**src/rtl/dac_cmd_seq.sv**
```systemverilog
// dac_cmd_seq: formats register writes into AD5632 frames, queues them and paces their release to the DAC driver
module dac_cmd_seq #(
    parameter int FRAME_EDGES = 28,
    parameter int FIFO_AW     = 2
) (
    input  logic        bpclk,
    input  logic        lreset,
    input  logic        xtm_trg,
    input  logic        xtm_clk,
    input  logic        wr_en,
    input  logic [1:0]  wr_addr,
    input  logic [11:0] wr_dat,
    output logic [31:0] cmd_dat,
    output logic        cmd_str,
    output logic        busy,
    output logic        ovf
);
    localparam int CW    = $clog2(FRAME_EDGES + 1);
    localparam int DEPTH = 1 << FIFO_AW;
    typedef enum logic [1:0] {IDLE, ISSUE, WAIT} state_t;
    state_t             state;
    logic [23:0]        mem [DEPTH];
    logic [FIFO_AW-1:0] rd_ptr, wr_ptr;
    logic [FIFO_AW:0]   count;
    logic [CW-1:0]      cnt;
    logic [23:0]        frame;
    logic               qual, empty, full, pop, push;
    assign qual  = xtm_trg && !xtm_clk;
    assign empty = count == '0;
    assign full  = count[FIFO_AW];
    assign pop   = state == IDLE && !empty;
    assign push  = wr_en && (!full || pop);
    assign busy  = !empty || state != IDLE;
    // frame encoding at write time: software reset uses bit 0, the rest are write+update commands
    always_comb begin
        frame = wr_addr == 2'd3 ? {2'b00, 3'b101, 3'b000, 15'd0, wr_dat[0]}
                                : {2'b00, 3'b011, (wr_addr == 2'd2 ? 3'b111 : {2'b00, wr_addr[0]}), wr_dat, 4'h0};
    end
    // frame storage; contents need no reset because the pointers guard them
    always_ff @(posedge bpclk) begin
        if (push)
            mem[wr_ptr] <= frame;
    end
    // FIFO pointers, occupancy and the dropped-write pulse
    always_ff @(posedge bpclk) begin
        if (lreset) begin
            rd_ptr <= '0;
            wr_ptr <= '0;
            count  <= '0;
            ovf    <= 1'b0;
        end else begin
            rd_ptr <= pop ? rd_ptr + FIFO_AW'(1) : rd_ptr;
            wr_ptr <= push ? wr_ptr + FIFO_AW'(1) : wr_ptr;
            count  <= count + (FIFO_AW+1)'(push) - (FIFO_AW+1)'(pop);
            ovf    <= wr_en && full && !pop;
        end
    end
    // issue sequencer: pop, strobe once, then hold off until the frame has shifted out
    always_ff @(posedge bpclk) begin
        if (lreset) begin
            state   <= IDLE;
            cnt     <= '0;
            cmd_dat <= '0;
            cmd_str <= 1'b0;
        end else begin
            cmd_str <= 1'b0;
            case (state)
                IDLE: begin
                    if (!empty) begin
                        cmd_dat <= {8'h00, mem[rd_ptr]};
                        cmd_str <= 1'b1;
                        state   <= ISSUE;
                    end
                end
                ISSUE: begin
                    cnt   <= CW'(FRAME_EDGES);
                    state <= WAIT;
                end
                WAIT: begin
                    if (qual && cnt != '0) begin
                        cnt <= cnt - CW'(1);
                        if (cnt == CW'(1))
                            state <= IDLE;
                    end
                end
                default: state <= IDLE;
            endcase
        end
    end
endmodule

```
**config.mk**
```make
export PLATFORM = sky130hd
export DESIGN_NAME = dac_cmd_seq
export DESIGN_NICKNAME = d
export VERILOG_FILES = /design/src/rtl/dac_cmd_seq.sv
export SDC_FILE = /design/constraint.sdc
export NUM_CORES = 1
export LEC_CHECK = 0
export ABC_AREA = 1
export CORE_MARGIN = 3
export CORE_UTILIZATION = 52
export CTS_BUF_LIST = sky130_fd_sc_hd__clkbuf_2
export DETAILED_ROUTE_END_ITERATION = 16
export PLACE_DENSITY = 0.78
export REMOVE_ABC_BUFFERS = 1
export SYNTH_ARGS = -nofsm -noshare
export SYNTH_HDL_FRONTEND = slang
export SYNTH_SLANG_ARGS = --single-unit
```
**constraint.sdc**
```tcl
create_clock -name bpclk -period 1.8 [get_ports bpclk]
set_input_delay 0.27 -clock bpclk [delete_from_list [all_inputs] [get_ports bpclk]]
set_output_delay 0.27 -clock bpclk [all_outputs]
set_load 0.005 [all_outputs]
```
==> results.sh, run 1 <==
export IMPL_cts_inserted_buffers=9
export IMPL_setup_worst_path_class="register to register"
export IMPL_synth_warnings=0
export IMPL_ir_drop_mv=0.677
export IMPL_post_drt_via_cell_ratio=4.92
export IMPL_drt_pre_antenna_iters=4
export IMPL_die_area_mm2=0.00958
export IMPL_grt_pass1_vias=2942
export IMPL_ys_ff_latch=102
export IMPL_diodes=0
export IMPL_ys_seq_area_share_pct=62.0
export IMPL_fmax_ghz=0.554
export IMPL_ios=54
export IMPL_final_nets=538
export IMPL_final_cell_mix="nor2_1, edfxtp_1, o21ai_0, nand2_1"
export IMPL_drv_cap=0
export IMPL_avgSynthCellArea_um2=9.69
export IMPL_holdBufCountCts=0
export IMPL_route_vias_total=3019
export IMPL_leakage_uw=0.00216
export IMPL_path_buf_inv=2
export IMPL_post_route_min_period_ns=1.81
export IMPL_synth_async_sr_flop_share_pct=0
export IMPL_synth_edf_count=68
export IMPL_timing_final_ws_setup_ns=-0.00538
export IMPL_die_w_um=97.9
export IMPL_maxSlewViolCount=0
export IMPL_antenna_left=0
export IMPL_r2r_start="count[1]"
export IMPL_fin_crit_sh_pct=100
export IMPL_crit_slowest_cell="fa_2"
export IMPL_hold_violations=0
export IMPL_die_h_um=97.9
export IMPL_drc_errors=0
export IMPL_cpPeakStageDelay_ns=0.51
export IMPL_startpoint_type="register"
export IMPL_wl_per_cell_um=13.1
export IMPL_layout_commonest_cell="nor2_1"
export IMPL_cp_endpoint="count[1]"
export IMPL_rows=32
export IMPL_dp_hpwl_um=5340
export IMPL_ys_types=27
export IMPL_clock_sinks=102
export IMPL_end_kind="register"
export IMPL_grt_util_all_layers_pct=17.3
export IMPL_synthesis_instances=453
export IMPL_power_density_mw_per_mm2=1470
export IMPL_worst_path_stages=11
export IMPL_clock_latency_ns=0.57
export IMPL_skew_ns=0.0400
export IMPL_cts_tree="done"
export IMPL_netlist_area_mm2=0.00439
export IMPL_grt_max_degree=38
export IMPL_grt_pass1_wl_um=13200
export IMPL_rr_worst_depth=11
export IMPL_setup_viol=1
export IMPL_antenna_found_initial=0
export IMPL_ys_flop_type="edfxtp_1"
export IMPL_gp_congestion=0.726
export IMPL_cts_max_path_buffers=2
export IMPL_worstSetupStartpoint="count[1]"
export IMPL_crit_chain="nor2_2 > nand2_2 > nand2_4 > nand2_4 > nand2_4 > ha_4 > inv_4 > ha_4 > inv_2 > fa_2 > nor2_1"
export IMPL_critPathRequiredTime_ns=2.31
export IMPL_violations="negative setup slack"
export IMPL_place_ws_ns=-0.243
export IMPL_port_buffers=40
export IMPL_path_clk_slew_ns=0.28
export IMPL_critPathMaxFanout=3
export IMPL_rrSetupSlack_ns=-0.005
export IMPL_ctsRootBufferMaster="clkbuf_2"
export IMPL_worstHoldStart="wr_dat[4]"
export IMPL_reg2reg_to="count[1]"
export IMPL_cp_top_family="adder cells"
export IMPL_grt_ovfl_total=0
export IMPL_status="finished, violations left"
export IMPL_finish_utilization_pct=65.1
export IMPL_hp_class="input pin to register"
export IMPL_worst_hold_slack_ns=0.348
export IMPL_rsz0062_at_grt="yes"
export IMPL_drtIter0Drc=155
export IMPL_cp_common_cell="nand2_4"
export IMPL_routed_wl_um=8070
export IMPL_htree_levels=3
export IMPL_core_area_mm2=0.00797
export IMPL_start_util_pct=55.1
export IMPL_drive_gt1_share_pct=14.3
export IMPL_syn_to_final_growth_pct=18.2
export IMPL_crit_arrival_ns=2.32
## registers in the layout, indices dropped and copies added (netlist names)
register  cells
cmd_dat      18
state         2
mem          68
rd_ptr        2
wr_ptr        2
count         3
cmd_str       1
ovf           1
cnt           5
## worst min-delay path by stage
stage,cells past startpoint,end,slack [ns]
floorplan,1,count[1],0.34
global placement,2,cmd_dat[19],0.45
global route,3,mem[1][8],0.30
CTS,3,mem[3][8],0.32
finish,3,mem[3][8],0.35
detailed placement,2,cmd_dat[19],0.46
## synth_stat cells, types with 2 or more instances
library cell / instances / area share (%)
a21oi_1: 8 / 0.91
buf_2: 8 / 0.91
buf_4: 17 / 2.9
buf_6: 4 / 1.0
clkbuf_1: 2 / 0.17
dfxtp_1: 34 / 16
edfxtp_1: 68 / 47
ha_1: 11 / 3.1
inv_1: 41 / 3.5
inv_2: 2 / 0.17
nand2_1: 41 / 3.5
nand2_2: 4 / 0.57
nand3_1: 7 / 0.80
nor2_1: 140 / 12
o21ai_0: 47 / 5.4
o21ai_1: 8 / 0.91
## logic make-up (layout without fill, tap and decap cells)
logic type	after synthesis	count (layout)	synth area share, %
AND/OR/NAND/NOR	196	196	17.6
flip-flops	102	102	62.0
buffers and inverters	77	124	9.07
AO/OA/AOI/OAI	63	63	7.19
adder cells (fa/ha/maj)	12	12	3.59
XOR/XNOR	2	2	0.399
other	1	13	0.0855
## worst register-to-register path: stages, from the launching register on
cell     delay, ns
dfxtp_2       0.40
nor2_2        0.11
nand2_2       0.08
nand2_4       0.09
nand2_4       0.06
nand2_4       0.06
ha_4          0.20
inv_4         0.05
ha_4          0.11
inv_2         0.03
fa_2          0.51
nor2_1        0.04
## layer usage
| metal | vias up | GRT usage, % | share of wire (%) |
|---|---|---|---|
| li1 | 1539 | - | - |
| met1 | 1388 | 19.7 | 42 |
| met2 | 80 | 32.2 | 52 |
| met3 | 12 | 4.57 | 5.0 |
| met4 | 0 | 4.15 | 1.1 |
| met5 | - | 0 | 0 |
## what timing repair did
item                                    CTS  global route
gates resized for setup                  17            17
endpoints found under the hold margin     0             0
buffers inserted                          1             0
endpoints found under the setup margin    3            32
pin swaps                                 9             8
## power breakdown
part	switching [µW]	internal, µW	total, µW
Combinational	1830	1290	3110
Sequential	200	2990	3190
Clock	733	602	1330
Total	2760	4880	7630
## area by class of cell
type,count,area [µm²]
fillers,647,2780
flip-flops and latches,102,2740
multi-input cells,286,1370
repair buffers,63,611
inverters,45,175
well taps,102,128
clock inverters,7,120
clock buffers,9,45.0
## stage by stage
stage | instance area [µm²] | cells | TNS, ns | power (µW)
global route | 5180 | 614 | -0.253 | 8220
finish | 5180 | 614 | -0.00538 | 7630
detailed placement | 4940 | 597 | -0.425 | 6180
global placement | 4940 | 597 | -0.318 | 6050
CTS | 5150 | 614 | -0.194 | 7640
floorplan | 4210 | 433 | -25.49 | 4920
No activity file was read; power rests on OpenSTA's default activity.
==> inputs of run 2 (changes only) <==
- CELL_PAD_IN_SITES_DETAIL_PLACEMENT: default -> 2
- CELL_PAD_IN_SITES_GLOBAL_PLACEMENT: default -> 2
- CORE_UTILIZATION: 52 -> 33
- PLACE_DENSITY: 0.78 -> default
- PLACE_DENSITY_LB_ADDON: default -> 0.1
==> run 2 against run 1 <==
  * The flow still finishes with violations (negative setup slack)
  * Largest cell class unchanged
  * Worst hold slack lost 0.035 ns
  * Sequential power is essentially flat
  * Via count grew 4.9%
==> results.sh, run 2 (synthesis gave the netlist of run 1 again) <==
export IMPL_status="finished, violations left"
export IMPL_violations="negative setup slack"
export IMPL_cp_common_cell="nand2_2"
export IMPL_end_kind="register"
export IMPL_power_internal_uw=4620
export IMPL_leakage_uw=0.00221
export IMPL_seqPwrFrac_pct=42.0
export IMPL_r2r_start="count[2]"
export IMPL_crit_slowest_cell="dfxtp_2"
export IMPL_die_w_um=121
export IMPL_final_area_mm2=0.00525
export IMPL_crit_chain="nor2_1 > nand2_1 > nand2_2 > nand2_2 > nand2_2 > ha_4 > inv_4 > ha_4 > inv_2 > fa_2 > inv_2 > buf_4 > a21oi_2"
export IMPL_switchingPower_uw=3000
export IMPL_layout_commonest_cell="nor2_1"
export IMPL_grt_util_all_layers_pct=15.9
export IMPL_drc_errors=0
export IMPL_rsz0062_at_grt="yes"
export IMPL_critPathRequiredTime_ns=2.30
export IMPL_die_h_um=121
export IMPL_met3_usage_pct=2.28
export IMPL_whs_path_depth=3
export IMPL_ctsRootBufferMaster="clkbuf_2"
export IMPL_swShare_pct=39.4
export IMPL_route_vias_total=3168
export IMPL_reg2reg_to="count[2]"
export IMPL_gr_usage_met2_pct=28.9
export IMPL_final_cell_mix="nor2_1, edfxtp_1, o21ai_0, nand2_1, inv_1"
export IMPL_drive_gt1_share_pct=17.3
export IMPL_grt_max_degree=38
export IMPL_grt_ovfl_total=0
export IMPL_drtIter0Drc=109
export IMPL_antenna_left=0
export IMPL_holdBufCountCts=0
export IMPL_setup_viol=2
export IMPL_rr_worst_depth=13
export IMPL_startpoint_type="register"
export IMPL_cts_inserted_buffers=9
export IMPL_totalPowerFinal_uw=7620
export IMPL_drv_cap=0
export IMPL_globalRouteMet1Util_pct=18.5
export IMPL_min_to="mem[0][12]"
export IMPL_post_drt_via_cell_ratio=4.61
export IMPL_worstHoldStart="wr_dat[8]"
export IMPL_grt_pass1_wl_um=17800
export IMPL_ios=54
export IMPL_ir_drop_mv=0.454
export IMPL_start_util_pct=34.2
export IMPL_post_route_min_period_ns=1.91
export IMPL_wl_per_cell_um=16.1
export IMPL_skew_ns=0.0190
export IMPL_clock_latency_ns=0.59
export IMPL_cts_max_path_buffers=2
export IMPL_dp_hpwl_um=7210
export IMPL_htree_levels=3
export IMPL_antenna_found_initial=0
export IMPL_power_density_mw_per_mm2=1450
export IMPL_routed_wl_um=11100
export IMPL_crit_arrival_ns=2.41
export IMPL_p_comb_share_pct=43.6
export IMPL_hp_class="input pin to register"
export IMPL_final_nets=541
export IMPL_reg_largest_list="mem: 68 flops, cmd_dat: 18 flops, cnt: 5 flops"
export IMPL_maxSlewViolCount=0
export IMPL_cpPeakStageDelay_ns=0.38
export IMPL_fmax_ghz=0.524
export IMPL_path_clk_slew_ns=0.26
export IMPL_drt_pre_antenna_iters=4
export IMPL_fillCellCount=1387
export IMPL_die_area_mm2=0.0147
export IMPL_postPlaceCellArea_mm2=0.00504
export IMPL_rrSetupSlack_ns=-0.11
export IMPL_diodes=0
export IMPL_setup_worst_path_class="register to register"
export IMPL_clock_sinks=102
export IMPL_top_usage_layer="met2"
export IMPL_core_area_mm2=0.0128
export IMPL_port_buffers=40
export IMPL_regMostFlops="mem"
export IMPL_hold_violations=0
export IMPL_largest_register_ffs=68
export IMPL_rows=41
export IMPL_gp_congestion=0.724
export IMPL_clkPwrFrac_pct=14.4
export IMPL_fin_crit_sh_pct=106
export IMPL_critPathMaxFanout=4
export IMPL_cts_tree="done"
export IMPL_timing_final_ws_setup_ns=-0.108
export IMPL_syn_to_final_growth_pct=19.5
export IMPL_grt_pass1_vias=3498
==> run 2: power groups by stage <==
stage / Clock [µW] / Combinational, µW / Sequential [µW]
2_1_floorplan: 0 / 1600 / 3320
3_3_place_gp: 0 / 3080 / 3190
3_5_place_dp: 0 / 3260 / 3230
4_1_cts: 1150 / 3380 / 3210
5_1_grt: 1240 / 3810 / 3250
6_report: 1100 / 3320 / 3200
==> run 2: critical path, delay by kind of cell (launching register included) <==
| kind | cells | cell delay (ns) |
|---|---|---|
| buffers and inverters | 4 | 0.25 |
| AOI/OAI and AO/OA | 1 | 0.04 |
| DFF | 1 | 0.38 |
| adders and majority gates | 3 | 0.68 |
| and+or+nand+nor | 5 | 0.47 |
==> run 2: routing by layer <==
metal | part of all wire (%) | vias up
li1 | - | 1537
met1 | 45 | 1578
met2 | 51 | 41
met3 | 2.4 | 12
met4 | 1.8 | 0
met5 | 0 | -
==> run 2: what timing repair did <==
item / CTS / global route
pin swaps: 4 / 8
buffers inserted: 5 / 0
endpoints found under the setup margin: 22 / 38
gates resized for setup: 51 / 13
==> run 2: layout make-up <==
cell class | count | area, µm² | share of cell area, %
inverters | 45 | 175 | 3.34
multi-input cells | 286 | 1360 | 26.0
well taps | 172 | 215 | 4.10
repair buffers | 66 | 636 | 12.1
clock buffers | 11 | 55.1 | 1.05
clock inverters | 5 | 51.3 | 0.978
flip-flops and latches | 102 | 2750 | 52.4
==> run 2: how the worst max path moves through the flow <==
stage / startpoint / endpoint / cells after the start
after CTS: count[1] / count[2] / 13
after detailed placement: wr_en / count[2] / 10
after floorplan: count[1] / mem[0][0] / 6
after global placement: wr_en / count[2] / 10
final: count[2] / count[2] / 13
after global routing: count[2] / count[2] / 13
==> run 2: per-stage QoR <==
step	setup TNS [ns]	std cells	hold WS (ns)	setup slack, ns	util (%)
final	-0.208	687	0.313	-0.108	40.9
after global routing	-0.483	687	0.241	-0.226	40.9
after CTS	-0.344	687	0.235	-0.128	40.7
after detailed placement	-0.492	666	0.488	-0.296	39.3
after global placement	-0.363	666	0.458	-0.210	39.3
after floorplan	-25.49	433	0.337	-0.365	-
==> inputs of run 3 (changes only) <==
- GPL_ROUTABILITY_DRIVEN: default -> 0
- GPL_TIMING_DRIVEN: default -> 0
==> run 3 against run 2 <==
  * Non-clock buffer count down 6
  * Sequential share of layout area is 1.0 points lower
  * Largest cell class unchanged
  * Via count up 0.19%
  * Critical path depth fell by 2
  * Maximum frequency about the same
  * Highest routed layer unchanged
  * The run still ends with negative setup slack left
  * Clock-buffer cell count increased by 3
  * Clock power hardly changed
  * Utilization grew 1.1 points
  * Combinational power up 9.3%
  * Wire length is 5.1% higher
  * Critical path type unchanged
  * Clock skew increased by 0.0069 ns
==> results.sh, run 3 (synthesis gave the netlist of run 1 again) <==
export IMPL_place_ws_ns=-1.05
export IMPL_clock_sinks=102
export IMPL_reg_largest_list="mem: 68 flops, cmd_dat: 18 flops, cnt: 5 flops"
export IMPL_wl_met3_um=363
export IMPL_fin_crit_sh_pct=106
export IMPL_route_met2_wl_um=5870
export IMPL_totalPowerFinal_uw=8150
export IMPL_slew_limit_headroom_pct=44.3
export IMPL_drive_gt1_share_pct=18.2
export IMPL_timing_final_ws_setup_ns=-0.108
export IMPL_met1Wirelength_um=5190
export IMPL_startpoint_type="register"
export IMPL_critPathMaxFanout=3
export IMPL_hp_class="input pin to register"
export IMPL_ios=54
export IMPL_worst_hold_slack_ns=0.326
export IMPL_core_area_mm2=0.0128
export IMPL_skew_ns=0.0259
export IMPL_grt_pass1_wl_um=18300
export IMPL_port_buffers=40
export IMPL_cts_max_path_buffers=2
export IMPL_antenna_found_initial=0
export IMPL_path_clk_slew_ns=0.26
export IMPL_die_w_um=121
export IMPL_dr_max_layer_used="met4"
export IMPL_ir_drop_mv=0.443
export IMPL_hold_violations=0
export IMPL_rows=41
export IMPL_antenna_left=0
export IMPL_critPathRequiredTime_ns=2.30
export IMPL_grt_ovfl_total=0
export IMPL_syn_to_final_growth_pct=22.8
export IMPL_largest_register_ffs=68
export IMPL_routed_wl_um=11600
export IMPL_route_vias_total=3174
export IMPL_drv_cap=0
export IMPL_clock_latency_ns=0.59
export IMPL_status="finished, violations left"
export IMPL_layout_commonest_cell="nor2_1"
export IMPL_final_cell_mix="nor2_1, edfxtp_1, o21ai_0, nand2_1, inv_1"
export IMPL_die_h_um=121
export IMPL_dp_hpwl_um=6870
export IMPL_grt_pass1_vias=3428
export IMPL_setup_viol=3
export IMPL_end_kind="register"
export IMPL_worst_pin_slew_ns=0.836
export IMPL_rsz0062_at_grt="yes"
export IMPL_drt_pre_antenna_iters=4
export IMPL_finish_utilization_pct=42.0
export IMPL_die_area_mm2=0.0147
export IMPL_leakage_uw=0.00233
export IMPL_grt_util_all_layers_pct=16.6
export IMPL_maxSlewViolCount=0
export IMPL_post_drt_via_cell_ratio=4.65
export IMPL_crit_arrival_ns=2.41
export IMPL_htree_levels=3
export IMPL_cts_inserted_buffers=9
export IMPL_diodes=0
export IMPL_setup_worst_path_class="register to register"
export IMPL_drc_errors=0
export IMPL_regMostFlops="mem"
export IMPL_ctsRootBufferMaster="clkbuf_2"
export IMPL_grt_max_degree=38
export IMPL_power_density_mw_per_mm2=1510
export IMPL_fillCellCount=1421
export IMPL_fmax_ghz=0.524
export IMPL_cts_tree="done"
export IMPL_wl_per_cell_um=17.0
export IMPL_drtIter0Drc=152
export IMPL_final_nets=537
export IMPL_tns_ns=-0.203
export IMPL_violations="negative setup slack"
export IMPL_start_util_pct=34.2
export IMPL_post_route_min_period_ns=1.91
## run 3: cell types whose count changed in the layout (fill, tap and decap cells not counted), sizes merged, moves of 2 or more
| cell | change |
|---|---|
| clkdlybuf4s50 | +4 |
| dlygate4sd2 | -15 |
| dlymetal6s2s | +11 |
| clkbuf | +3 |
| clkinv | -2 |
| buf | -6 |
## run 3: critical path, cell delays in order, from the launching register on
cell,delay (ns)
dfxtp_4,0.41
nor2_4,0.12
nand2_4,0.08
nand2_8,0.12
nand2_8,0.06
nand2_4,0.07
ha_4,0.20
inv_2,0.06
ha_4,0.12
inv_2,0.03
fa_2,0.52
nor2_2,0.04
## run 3: per-layer routing
metal | global-route usage, % | vias up
met3 | 2.56 | 14
met1 | 20.3 | 1577
met5 | 0 | -
met2 | 29.2 | 52
li1 | - | 1531
met4 | 6.65 | 0
## run 3: timing repair
action	CTS	global route
hold buffers	0	0
pin swaps	7	8
gates cloned	2	0
setup endpoints to repair	103	50
gates resized for setup	62	27
setup buffers	12	5
## run 3: worst paths after layout
check | start | end | slack [ns] | cells past startpoint
min reg2reg | cmd_dat[19] | cmd_dat[19] | 0.51 | 2
max | count[1] | count[1] | -0.11 | 11
max reg2reg | count[1] | count[1] | -0.11 | 11
min | wr_dat[3] | mem[3][7] | 0.33 | 3
## run 3: power breakdown
group | internal, µW | switching (µW) | leakage, µW
registers | 3030 | 397 | 0.000920
logic | 1460 | 2170 | 0.00134
clock network | 346 | 749 | 0.0000739
## run 3: area by class of cell
class	count	area [µm²]	share of cell area [%]
flip-flops and latches	102	2770	51.4
multi-input cells	287	1450	26.9
repair buffers	60	654	12.1
well taps	172	215	3.99
inverters	45	189	3.51
clock buffers	14	70.1	1.30
clock inverters	2	33.8	0.627
repair inverters	1	8.76	0.162
## run 3: per-stage QoR
step           std cells  area, µm²
6_report             683       5390
5_1_grt              683       5390
4_1_cts              679       5290
3_5_place_dp         649       4920
3_3_place_gp         645       4820
2_1_floorplan        433       4210
==> edit 1: new RTL, config.mk and constraints of run 1 <==
`FIFO_AW`: 2 -> 1.
--- a/src/rtl/dac_cmd_seq.sv
+++ b/src/rtl/dac_cmd_seq.sv
@@ -3,3 +3,3 @@
     parameter int FRAME_EDGES = 28,
-    parameter int FIFO_AW     = 2
+    parameter int FIFO_AW     = 1
 ) (
Formal check against the unedited RTL: not equivalent (Yosys sat finds a counterexample within 10 cycles, from zero or initial values and one cycle with lreset high).
==> edit 1 against run 1 <==
  * Die area decreased by 35%
  * Total power decreased by 33%
  * Final area decreased by 34%
  * Sequential power decreased by 31%
  * Count of clock-buffer cells in the layout unchanged
  * Sequential cell count decreased by 37
  * Worst setup slack improved by 0.12 ns
  * Wire length decreased by 37%
  * Area after synthesis decreased by 37%
  * First-iteration DRC count decreased by 40%
  * Cell count decreased by 35%
==> edit 1: results (changes against run 1) <==
| Metric | Value |
|---|---|
| Slowest-stage cell, CP | clkdlybuf4s50_1 (was fa_2) |
| Int Pwr | 0.003411 W (was 0.004875 W) |
| DRT iter0 DRCs | 93 (was 155) |
| WP data arrival | 1.41 ns (was 2.32 ns) |
| # fillers | 382 (was 647) |
| Fin nets | 351 (was 538) |
| Status | finished clean (was finished with violations) |
| Number of inserted diodes | 0 (unchanged) |
| CTS clock-pin slew for the worst setup and hold paths | 0.19 ns (was 0.28 ns) |
| Vias/cell | 4.897 (was 4.917) |
| Leakage power | 1.549 nW (was 2.159 nW) |
| Final Skew | 0.01744 ns (was 0.04003 ns) |
| Total GRT Usage | 0.1772 (was 0.1731) |
| Post-synth top cells | nand2_1, edfxtp_1, dfxtp_1 (was nor2_1, edfxtp_1, o21ai_0) |
| Number of global-route vias before repair | 1,905 (was 2,942) |
| Top post-synthesis cells by area | edfxtp_1, dfxtp_1, nand2_1 (was edfxtp_1, dfxtp_1, nor2_1) |
| Peak VDD IR | 0.9183 mV (was 0.6772 mV) |
| Number of synthesized flops with an enable pin | 34 (was 68) |
| DRT Wirelength | 5077 µm (was 8065 µm) |
| CTS max path bufs | 2 (unchanged) |
| Post-synthesis cell type count | 28 (was 27) |
| CTS Buf Count | 9 (unchanged) |
| Latest clock arrival within the worst-skew pair | 0.46 ns (was 0.57 ns) |
| Biggest regs | mem: 34 flops, cmd_dat: 18 flops, cnt: 5 flops (was mem: 68 flops, cmd_dat: 18 flops, cnt: 5 flops) |
| Top cell family by delay on the critical path | buffers and inverters (was adder cells) |
| Remaining antenna violation count | 0 (unchanged) |
| RD Place Congestion | 0.7152 (was 0.7262) |
| First-pass GRT wire length | 8335 µm (was 13,210 µm) |
| Pin count of the biggest net entering global routing | 36 (was 38) |
| IO buf count | 40 (unchanged) |
| Sequential area share after synthesis | 0.5910 (was 0.6205) |
| Share of cells above drive strength 1 | 0.1424 (was 0.1426) |
| Path type of the worst min-delay path | in2reg (unchanged) |
| Detailed placement HPWL | 3440 µm (was 5337 µm) |
| Crit Path Max Fanout | 3 (unchanged) |
| CP max stage delay | 0.53 ns (was 0.51 ns) |
edit 1: changes by cell type after synthesis, sizes merged, moves of 2 or more:
cell	delta
a21oi	-2
o21ai	-51
edfxtp	-34
dfxtp	-3
buf	-7
nand2	+11
inv	-11
nor2	-111
o211a	+17
nand3	+16
ha	-4
clkbuf	-2
edit 1: worst paths after layout:
path	from	to	slack, ns	cells after the start
setup / recovery	cmd_dat[18]$_SDFFE_PP0P_	cmd_dat[17]	0.12	1
hold / removal	wr_dat[4]	mem[0][8]$_DFFE_PP_	0.42	3
setup reg to reg	count[1]$_SDFF_PP0_	count[1]$_SDFF_PP0_	0.15	11
hold reg to reg	cnt[0]$_SDFFE_PP0P_	cnt[0]$_SDFFE_PP0P_	0.49	1
edit 1: power groups by stage:
stage	combinational (W)	clock (W)	sequential, W
final	0.00194	0.000985	0.00220
after global routing	0.00219	0.00106	0.00225
after CTS	0.00192	0.00100	0.00220
after detailed placement	0.00191	0	0.00223
after global placement	0.00185	0	0.00221
after floorplan	0.000971	0	0.00226
edit 1: cell type report:
cell class / count / area, µm² / area share
Tap cell: 67 / 83.83 / 0.02468
Timing Repair Buffer: 53 / 500.5 / 0.1473
Inverter: 33 / 128.9 / 0.03794
Clock inverter: 7 / 95.09 / 0.02799
Sequential cell: 65 / 1649 / 0.4855
Multi-Input combinational cell: 163 / 894.6 / 0.2634
Clock buffer: 9 / 45.04 / 0.01326
edit 1: kinds of logic after synthesis:
logic type | Yosys count | share of synthesized area
xor gates and xnor gates | 2 | 0.006307
AOI/OAI and AO/OA | 27 | 0.07928
buffers and inverters | 56 | 0.1104
other | 1 | 0.001350
and+or+nand+nor | 114 | 0.1802
adders and majority gates | 7 | 0.03153
DFF | 65 | 0.5910
edit 1: through the flow:
step | instance area (µm²) | hold WS [ns] | setup TNS, ns | setup WS, ns | instances
after floorplan | 2645 | 0.3391 | -3.620 | -0.1065 | 261
after global placement | 3219 | 0.4518 | 0 | 0.04966 | 380
after detailed placement | 3219 | 0.4571 | 0 | 0.01709 | 380
after CTS | 3369 | 0.3836 | 0 | 0.05996 | 396
after global routing | 3397 | 0.3805 | -0.01730 | -0.01730 | 397
final | 3397 | 0.4234 | 0 | 0.1152 | 397
edit 1: per-layer routing:
layer,vias up,routed length (µm),global-route usage
li1,973,-,-
met1,909,2171,0.2006
met2,51,2596,0.3148
met3,11,218,0.03741
met4,0,91,0.08763
met5,-,0,0
edit 1: timing repair:
action | in CTS | in global routing
resized for setup | 6 | 7
buffers inserted | 0 | 1
endpoints found under the setup margin | 1 | 1
pin swaps | 0 | 2
==> edit 2: new RTL, flow settings as in run 1 <==
Without the edit above. Add an input register stage for `xtm_trg`, `wr_en`, `wr_addr` and `wr_dat`; this delays them by one clock.
--- a/src/rtl/dac_cmd_seq.sv
+++ b/src/rtl/dac_cmd_seq.sv
@@ -20,2 +20,15 @@
     typedef enum logic [1:0] {IDLE, ISSUE, WAIT} state_t;
+
+    logic xtm_trg_q;
+    logic wr_en_q;
+    logic [1:0] wr_addr_q;
+    logic [11:0] wr_dat_q;
+
+    always_ff @(posedge bpclk) begin
+        xtm_trg_q <= xtm_trg;
+        wr_en_q   <= wr_en;
+        wr_addr_q <= wr_addr;
+        wr_dat_q  <= wr_dat;
+    end
+
     state_t             state;
@@ -27,3 +40,3 @@
     logic               qual, empty, full, pop, push;
-    assign qual  = xtm_trg && !xtm_clk;
+    assign qual  = xtm_trg_q && !xtm_clk;
     assign empty = count == '0;
@@ -31,3 +44,3 @@
     assign pop   = state == IDLE && !empty;
-    assign push  = wr_en && (!full || pop);
+    assign push  = wr_en_q && (!full || pop);
     assign busy  = !empty || state != IDLE;
@@ -35,4 +48,4 @@
     always_comb begin
-        frame = wr_addr == 2'd3 ? {2'b00, 3'b101, 3'b000, 15'd0, wr_dat[0]}
-                                : {2'b00, 3'b011, (wr_addr == 2'd2 ? 3'b111 : {2'b00, wr_addr[0]}), wr_dat, 4'h0};
+        frame = wr_addr_q == 2'd3 ? {2'b00, 3'b101, 3'b000, 15'd0, wr_dat_q[0]}
+                                : {2'b00, 3'b011, (wr_addr_q == 2'd2 ? 3'b111 : {2'b00, wr_addr_q[0]}), wr_dat_q, 4'h0};
     end
@@ -54,3 +67,3 @@
             count  <= count + (FIFO_AW+1)'(push) - (FIFO_AW+1)'(pop);
-            ovf    <= wr_en && full && !pop;
+            ovf    <= wr_en_q && full && !pop;
         end
Check against the original RTL: not equivalent (Yosys sat finds a counterexample within 4 cycles, from zero or initial values and one cycle with lreset high).
==> edit 2 against run 1 <==
  * The flow still finishes with violations (negative setup slack)
  * Critical path depth rose by 2
  * Wire length rose by 11%
  * Sequential share of layout area rose by 1.2 points
  * Final area rose by 9.8%
  * Area after synthesis rose by 7.6%
  * Combinational power rose by 4%
  * Via count rose by 6.3%
  * Fmax fell by 4.2%
  * Sequential cell count rose by 16
  * Worst setup slack got worse by 0.079 ns
  * Total power rose by 11%
  * Clock skew fell by 0.016 ns
  * Count of clock-buffer cells in the layout rose by 11
==> edit 2: results (changes against run 1) <==
| Metric | Value |
|---|---|
| Status | finished with violations (unchanged) |
| Failing checks | negative setup slack (unchanged) |
| Setup bufs post-CTS | 4 (was 1) |
| Crit Path Max Fanout | 4 (was 3) |
| Dpl cells | 601 (was 597) |
| Htree depth | 4 (was 3) |
| Post-synthesis compound-gate area fraction | 0.08583 (was 0.07186) |
| Fin nets | 554 (was 538) |
| RD Place Congestion | 0.8333 (was 0.7262) |
| Final Skew | 0.02390 ns (was 0.04003 ns) |
| Sum Neg Setup Slack | -0.1373 ns (was -0.005378 ns) |
| Worst setup slack after layout | -0.08443 ns (was -0.005378 ns) |
| Post-synthesis average cell area | 10.40 µm² (was 9.686 µm²) |
| Met1 GRT Util | 0.2176 (was 0.1974) |
| Post-synthesis cell type count | 28 (was 27) |
| Routed wl met3 | 464 µm (was 403 µm) |
| Latest clock arrival within the worst-skew pair | 0.61 ns (was 0.57 ns) |
| Hold Path Origin | wr_dat[7] (was wr_dat[4]) |
| R2R cell count | 13 (was 11) |
| Total GRT Usage | 0.1843 (was 0.1731) |
| WL/cell | 13.89 µm (was 13.14 µm) |
| Top post-synthesis cells by area | edfxtp_1, dfxtp_1, nor2_1 (unchanged) |
| Resized cells post-CTS | 37 (was 17) |
| Switch share | 0.3645 (was 0.3613) |
| CTS clock-pin slew for the worst setup and hold paths | 0.17 ns (was 0.28 ns) |
| WHS Endpoint | wr_dat_q[7]$_DFF_P_ (was mem[3][8]$_DFFE_PP_) |
| P_seq | 0.00360 W (was 0.00319 W) |
| Cell area after placement | 5234 µm² (was 4938 µm²) |
| Number of global-route vias before repair | 3,127 (was 2,942) |
| # setup viols final | 2 (was 1) |
| Synth Area in Adders | 0.03338 (was 0.03593) |
| Met2 usage | 0.3249 (was 0.3220) |
| DRT Wirelength | 8947 µm (was 8065 µm) |
| Power Combinational | 0.00323 W (was 0.00311 W) |
| Sequential area share after synthesis | 0.6442 (was 0.6205) |
| Worst hold slack | 0.07988 ns (was 0.3479 ns) |
| Detailed placement HPWL | 5536 µm (was 5337 µm) |
| Biggest regs | mem: 68 flops, cmd_dat: 18 flops, wr_dat_q: 12 flops (was mem: 68 flops, cmd_dat: 18 flops, cnt: 5 flops) |
| Worst Setup EP | count[2]$_SDFF_PP0_ (was count[1]$_SDFF_PP0_) |
| M1 WL | 3689 µm (was 3362 µm) |
| Met3 Use GR | 0.04408 (was 0.04571) |
-- edit 2: worst max-delay path: stages (launching register included) --
cell	delay, ns
dfxtp_2	0.38
nor2_4	0.11
nand2_2	0.07
nand2_4	0.09
nand2_4	0.06
nand2_4	0.07
ha_4	0.21
inv_4	0.05
ha_4	0.11
inv_2	0.03
fa_2	0.34
inv_2	0.08
o21ai_2	0.07
a21oi_2	0.12
-- edit 2: cell type report --
cell class / count / area, µm² / area share
clock buffer: 20 / 100.1 / 0.01758
inverter: 44 / 167.7 / 0.02945
sequential: 118 / 3072 / 0.5396
tap: 108 / 135.1 / 0.02374
clock inverter: 12 / 128.9 / 0.02264
multi-input combinational: 272 / 1358 / 0.2385
timing repair buffer: 70 / 732.0 / 0.1286
